--- src/rtl/debug_uart_frame_rx.sv ---
// debug_uart_frame_rx: 8N1 UART receiver with a BE EF framed calibration payload parser.
// Presents four input and four output channels, each sign-extended to W, with a frame strobe.
module debug_uart_frame_rx #(
  parameter int unsigned W   = 16,
  parameter int unsigned DIV = 12
) (
  input  logic                clk,
  input  logic                rst,
  input  logic                rx_i,
  output logic signed [W-1:0] in0,
  output logic signed [W-1:0] in1,
  output logic signed [W-1:0] in2,
  output logic signed [W-1:0] in3,
  output logic signed [W-1:0] out0,
  output logic signed [W-1:0] out1,
  output logic signed [W-1:0] out2,
  output logic signed [W-1:0] out3,
  output logic                frame_valid,
  output logic [7:0]          byte_o,
  output logic                byte_valid,
  output logic [7:0]          err_count
);

  localparam int unsigned   TW       = $clog2(DIV);
  localparam logic [TW-1:0] HalfLast = TW'(DIV / 2 - 1);
  localparam logic [TW-1:0] FullLast = TW'(DIV - 1);

  typedef enum logic [1:0] {RxIdle, RxStart, RxData, RxStop} rx_state_e;
  typedef enum logic [1:0] {Hunt1, Hunt2, Payload} parse_state_e;

  logic          sync1, sync2;
  rx_state_e     rx_state, rx_state_next;
  logic [TW-1:0] timer;
  logic [2:0]    bit_cnt;
  logic [7:0]    shift;
  logic          tick, start_det, start_ok, data_tick, stop_ok, frame_err;

  parse_state_e  p_state, p_state_next;
  logic [3:0]    idx;
  logic [7:0]    shadow [16];
  logic          frame_done;

  function automatic logic signed [W-1:0] sext(input logic [7:0] hi, input logic [7:0] lo);
    logic signed [15:0] v;
    v = {hi, lo};
    return W'(v);
  endfunction

  // Two-flop synchroniser, both flops reset high so reset never looks like a start bit
  always_ff @(posedge clk) begin
    if (rst) begin
      sync1 <= 1'b1;
      sync2 <= 1'b1;
    end else begin
      sync1 <= rx_i;
      sync2 <= sync1;
    end
  end

  // Sample point: half a bit into the start bit, then every full bit after it
  always_comb begin
    tick = 1'b0;
    if (rx_state == RxStart) begin
      tick = (timer == HalfLast);
    end else if (rx_state != RxIdle) begin
      tick = (timer == FullLast);
    end
  end

  // Bit receiver state register
  always_ff @(posedge clk) begin
    if (rst) rx_state <= RxIdle;
    else     rx_state <= rx_state_next;
  end

  // Bit receiver next-state logic
  always_comb begin
    rx_state_next = rx_state;
    unique case (rx_state)
      RxIdle:  if (!sync2) rx_state_next = RxStart;
      RxStart: if (tick) rx_state_next = sync2 ? RxIdle : RxData;
      RxData:  if (tick && bit_cnt == 3'd7) rx_state_next = RxStop;
      RxStop:  if (tick) rx_state_next = RxIdle;
      default: rx_state_next = RxIdle;
    endcase
  end

  // Bit receiver decoded strobes
  always_comb begin
    start_det = (rx_state == RxIdle) && !sync2;
    start_ok  = (rx_state == RxStart) && tick && !sync2;
    data_tick = (rx_state == RxData) && tick;
    stop_ok   = (rx_state == RxStop) && tick && sync2;
    frame_err = (rx_state == RxStop) && tick && !sync2;
  end

  // Bit timer, shift register, byte output and saturating error counter
  always_ff @(posedge clk) begin
    if (rst) begin
      timer      <= '0;
      bit_cnt    <= '0;
      shift      <= '0;
      byte_o     <= '0;
      byte_valid <= 1'b0;
      err_count  <= '0;
    end else begin
      byte_valid <= stop_ok;
      if (start_det || tick) begin
        timer <= '0;
      end else if (rx_state != RxIdle) begin
        timer <= timer + TW'(1);
      end
      if (start_ok) bit_cnt <= '0;
      if (data_tick) begin
        shift   <= {sync2, shift[7:1]};
        bit_cnt <= bit_cnt + 3'd1;
      end
      if (stop_ok) byte_o <= shift;
      if (frame_err && err_count != 8'hFF) err_count <= err_count + 8'd1;
    end
  end

  // Frame parser state register
  always_ff @(posedge clk) begin
    if (rst) p_state <= Hunt1;
    else     p_state <= p_state_next;
  end

  // Frame parser next-state logic; a framing error always drops back to hunting
  always_comb begin
    p_state_next = p_state;
    if (frame_err) begin
      p_state_next = Hunt1;
    end else if (byte_valid) begin
      unique case (p_state)
        Hunt1:   if (byte_o == 8'hBE) p_state_next = Hunt2;
        Hunt2: begin
          if (byte_o == 8'hEF)      p_state_next = Payload;
          else if (byte_o != 8'hBE) p_state_next = Hunt1;
        end
        Payload: if (idx == 4'd15) p_state_next = Hunt1;
        default: p_state_next = Hunt1;
      endcase
    end
  end

  // Frame parser decoded completion strobe
  always_comb begin
    frame_done = byte_valid && !frame_err && (p_state == Payload) && (idx == 4'd15);
  end

  // Payload index; wraps to 0 after byte 15 and is cleared by an abort
  always_ff @(posedge clk) begin
    if (rst) begin
      idx <= '0;
    end else if (frame_err) begin
      idx <= '0;
    end else if (byte_valid && p_state == Payload) begin
      idx <= idx + 4'd1;
    end
  end

  // Shadow buffer holding the partial payload
  always_ff @(posedge clk) begin
    if (byte_valid && p_state == Payload) shadow[idx] <= byte_o;
  end

  // Channel outputs, only updated when a whole payload has arrived
  always_ff @(posedge clk) begin
    if (rst) begin
      in0         <= '0;
      in1         <= '0;
      in2         <= '0;
      in3         <= '0;
      out0        <= '0;
      out1        <= '0;
      out2        <= '0;
      out3        <= '0;
      frame_valid <= 1'b0;
    end else begin
      frame_valid <= frame_done;
      if (frame_done) begin
        in0  <= sext(shadow[0], shadow[1]);
        in1  <= sext(shadow[2], shadow[3]);
        in2  <= sext(shadow[4], shadow[5]);
        in3  <= sext(shadow[6], shadow[7]);
        out0 <= sext(shadow[8], shadow[9]);
        out1 <= sext(shadow[10], shadow[11]);
        out2 <= sext(shadow[12], shadow[13]);
        out3 <= sext(shadow[14], byte_o);
      end
    end
  end

endmodule

--- config.mk ---
export PLATFORM = sky130hd
export DESIGN_NAME = debug_uart_frame_rx
export DESIGN_NICKNAME = d
export VERILOG_FILES = /design/src/rtl/debug_uart_frame_rx.sv
export SDC_FILE = /design/constraint.sdc
export NUM_CORES = 1
export LEC_CHECK = 0
export ABC_AREA = 1
export BUFFER_PORTS_ARGS = -buffer_cell sky130_fd_sc_hd__buf_4
export CORE_ASPECT_RATIO = 0.8
export CORE_MARGIN = 2
export CORE_UTILIZATION = 61
export CTS_CLUSTER_DIAMETER = 150
export DETAILED_ROUTE_END_ITERATION = 8
export PLACE_DENSITY_LB_ADDON = 0.1
export SETUP_SLACK_MARGIN = 0.05
export SYNTH_ARGS = -nofsm -noshare
export SYNTH_HDL_FRONTEND = slang
export SYNTH_SLANG_ARGS = --single-unit
--- constraint.sdc ---
create_clock -name clk -period 4.3 [get_ports clk]
set_clock_uncertainty 0.15 [all_clocks]
set_input_delay 0.86 -clock clk [delete_from_list [all_inputs] [get_ports clk]]
set_output_delay 0.86 -clock clk [all_outputs]
set_load 0.02 [all_outputs]
==> implementation parameters <==
Parameter                              Value

Pwr
  Power density over cell area ... about 420 mW/mm^2
  Leakage ... about 4.6 nW
  IR Drop Worst-Case VDD ... about 0.34 mV

Critical path
  Classification of the worst setup path ... reg -> reg
  Maximum fanout along the worst path ... 68
  Critical path required time ... roughly 4.6 ns
  RR Startpoint ... timer[0]
  Category of the worst setup path launch point ... flop
  Setup slack on the worst flop-to-flop path ... ~1.3 ns
  CP endpoint kind ... flop
  CP Data Arrival Time ... roughly 3.3 ns
  FF-to-FF path depth ... 8
  Reg2Reg Capture Point ... in2[7]
  CP Launch Point ... timer[0]

Floorplanning
  Boundary pin count ... 149
  Starting density of the core ... 0.625
  Horizontal extent of the die ... between 100 and 150 microns
  Y dimension of the die ... roughly 120 microns
  Total Die Area ... 0.0180 sq mm
  Area of the placeable core ... about 0.017 sq mm
  FP Rows ... between 40 and 50

STA
  Post-route fraction of the period consumed by the critical path ... 0.689
  Slew Limit Fails ... 0
  Final Critical Period ... just under 3 ns
  Unrepaired setup endpoints after global routing ... no
  Final setup viols ... 0
  Endpoints failing hold ... 0
  Worst relative slew slack ... 0.353
  Maximum frequency from static timing analysis ... ~340 MHz
  Actual transition at the worst max-transition pin ... just under 1 ns
  Total Neg Setup Slack ... 0 ns

Placement
  Number of buffer cells added on primary ports ... roughly 150
  Post-detailed-placement half-perimeter wirelength ... ~14 mm
  Global placement routability congestion ... 0.793
  Instance area at placement ... around 0.011 sq mm

Clock tree
  CTS tree ... done
  Total clock buffers created by CTS ... 26
  Clock sink total ... just under 300
  Cell chosen for the clock root ... sky130_fd_sc_hd__clkbuf_16
  Number of hold buffers added after CTS ... 0
  Clock transition at the registers of the reported paths ... roughly 0.06 ns
  Clock latency at the later pin of the worst-skew pair ... approximately 0.52 ns
  H-tree depth reported by CTS ... 1
  Number of buffers on the longest clock path ... 3
  Post-CTS Setup Bufs ... 0
  Post-cts resize count ... 0

Worst hold path
  Hold path endpoint ... sync2
  Number of cells on the worst hold path ... 1
  Startpoint of the lowest-slack hold path ... sync1
  Path category of the worst min-delay check ... reg -> reg

Final layout
  Share of the core filled with cells in the final layout ... 0.747
  Sequential cell area ... 0.00703 sq mm
  Final net count ... roughly 1100
  Filler cell count ... between 1000 and 1500
  Multi-input logic area ... 0.00285 sq mm
  Area added between synthesis and finish ... 19.6%
  Final design instance area without fill ... between 0.01 and 0.015 sq mm
  Total inserted antenna cells ... 0
  Fraction of final layout cells sized beyond drive strength 1 ... 0.186

Synth
  Number of distinct library cells after synthesis ... 25
  Count of warnings emitted by yosys ... 0
  Share of synthesized area occupied by flip-flops and latches ... 0.680
  Synthesis-stage register bit count ... just under 300
  Gate Count Post-Synth ... 985
  Mean Syn Cell Area ... roughly 10 sq um
  Total standard cell area after synthesis ... ~0.010 sq mm
  Post-synthesis net count ... around 1000

Global route
  Via count of the first global-routing pass ... 6826
  GR Util All Layers ... 0.259
  Met2 GRT Util ... 0.405
  Overflow left after global routing ... 0
  Global routing met1 resource utilization ... 0.389
  Maximum number of pins on one net before global-route repair ... 89
  Met3 usage ... 0.0355
  Busiest metal layer after global routing ... met2
  First-pass GRT wire length ... 36.7 mm
  Number of antenna violations at the first check in global routing ... 0

Run
  Count of maximum capacitance violations ... 0

Routing
  Post-DR vias/cell ... between 5 and 6
  Antenna-violating nets left ... 0
  Number of iterations in the first detailed-routing pass ... 8
  Vias ... about 7500
  DRC violation count after routing ... 0
  Avg WL per Cell ... between 15 and 20 microns
  First DRT Iteration DRCs ... 700
  Final wirelength ... around 24 mm

Status
  Status ... finished, final reports clean
## flip-flops by register name (all words and copies together) (netlist names), 16 cells and up, named ones only
| signal | flops |
|---|---|
| in0 | 16 |
| in1 | 16 |
| in2 | 16 |
| in3 | 16 |
| out0 | 16 |
| out1 | 16 |
| out2 | 16 |
| out3 | 16 |
| shadow | 120 |
## metal layers
layer  wire (microns)  vias up
met1            10500     3569
met4              485        0
met2            10900      281
met3             1640       38
li1                 -     3616
met5                0        -
## critical path, cell delays in order (launching register included)
cell and delay (ns):
sky130_fd_sc_hd__dfxtp_1 0.39, sky130_fd_sc_hd__ha_1 0.24, sky130_fd_sc_hd__nand4_4 0.16, sky130_fd_sc_hd__nor2_8 0.18
sky130_fd_sc_hd__nand2_4 0.37, sky130_fd_sc_hd__nand2_4 0.68, sky130_fd_sc_hd__buf_12 0.37, sky130_fd_sc_hd__nand2_1 0.13
sky130_fd_sc_hd__a21oi_1 0.16
## metrics by stage
stage	setup WS (ns)	hold WS, ns	instances	power [mW]
final	1.34	0.260	1349	5.25
after global routing	1.03	0.280	1349	5.38
after CTS	1.30	0.268	1349	5.27
after detailed placement	1.36	0.248	1301	2.97
after global placement	1.44	0.243	1301	2.97
after floorplan	2.32	0.239	985	2.96
## cell type report
type	count	area share
multi-input cells	601	0.230
clock inverters	15	0.0118
flip-flops and latches	291	0.568
inverters	29	0.00881
repair buffers	160	0.0992
well taps	220	0.0223
clock buffers	33	0.0589
## worst max-delay path by stage
| stage | depth (start not counted) | slack, ns | end |
|---|---|---|---|
| global route | 8 | 1.03 | in2[7] |
| finish | 8 | 1.34 | in2[7] |
| CTS | 8 | 1.30 | in2[7] |
| detailed placement | 8 | 1.36 | in0[15] |
| floorplan | 4 | 2.32 | in0[0] |
| global placement | 8 | 1.44 | in1[15] |
## cells by family after synthesis
group / after synthesis / share of synthesized area
AOI/OAI and AO/OA: 166 / 0.0808
DFF: 291 / 0.680
and+or+nand+nor: 418 / 0.175
xor gates and xnor gates: 8 / 0.00678
buffers and inverters: 93 / 0.0465
adders and majority gates: 9 / 0.0109
## where the power goes
part	internal, mW	total (mW)	switching, mW
clock	1.37	2.34	0.967
sequential	2.85	2.86	0.00624
combinational	0.0112	0.0488	0.0376
## placed cells by master, fill, tap and decap left out, drive strengths merged, types with 9 or more instances in the layout
master / count
nand2: 210
dfxtp: 171
buf: 160
a21oi: 156
nand3: 151
edfxtp: 120
nor2: 49
clkbuf: 33
inv: 29
clkinv: 12
ha: 9
## synth_stat cells
cell	count	area, sq um
sky130_fd_sc_hd__buf_2	30	150
sky130_fd_sc_hd__or2_2	2	12.5
sky130_fd_sc_hd__a21oi_1	156	781
sky130_fd_sc_hd__nand2_2	2	12.5
sky130_fd_sc_hd__nor3_1	2	10.0
sky130_fd_sc_hd__and3_1	1	6.26
sky130_fd_sc_hd__buf_6	12	135
sky130_fd_sc_hd__nand4_4	1	21.3
sky130_fd_sc_hd__nor2_1	48	180
sky130_fd_sc_hd__nand3_1	151	756
sky130_fd_sc_hd__clkbuf_1	21	78.8
sky130_fd_sc_hd__nor2_8	1	20.0
sky130_fd_sc_hd__inv_1	28	105
sky130_fd_sc_hd__buf_4	1	7.51
sky130_fd_sc_hd__xor2_1	8	70.1
sky130_fd_sc_hd__o211ai_1	1	7.51
sky130_fd_sc_hd__inv_2	1	3.75
sky130_fd_sc_hd__o21ai_0	8	40.0
sky130_fd_sc_hd__nand2_1	208	781
sky130_fd_sc_hd__ha_1	9	113
sky130_fd_sc_hd__nor3b_1	1	7.51
sky130_fd_sc_hd__edfxtp_1	120	3600
sky130_fd_sc_hd__a21boi_0	1	7.51
sky130_fd_sc_hd__dfxtp_1	171	3420
sky130_fd_sc_hd__nand4_1	1	6.26
(Power assumes the default switching activity.)
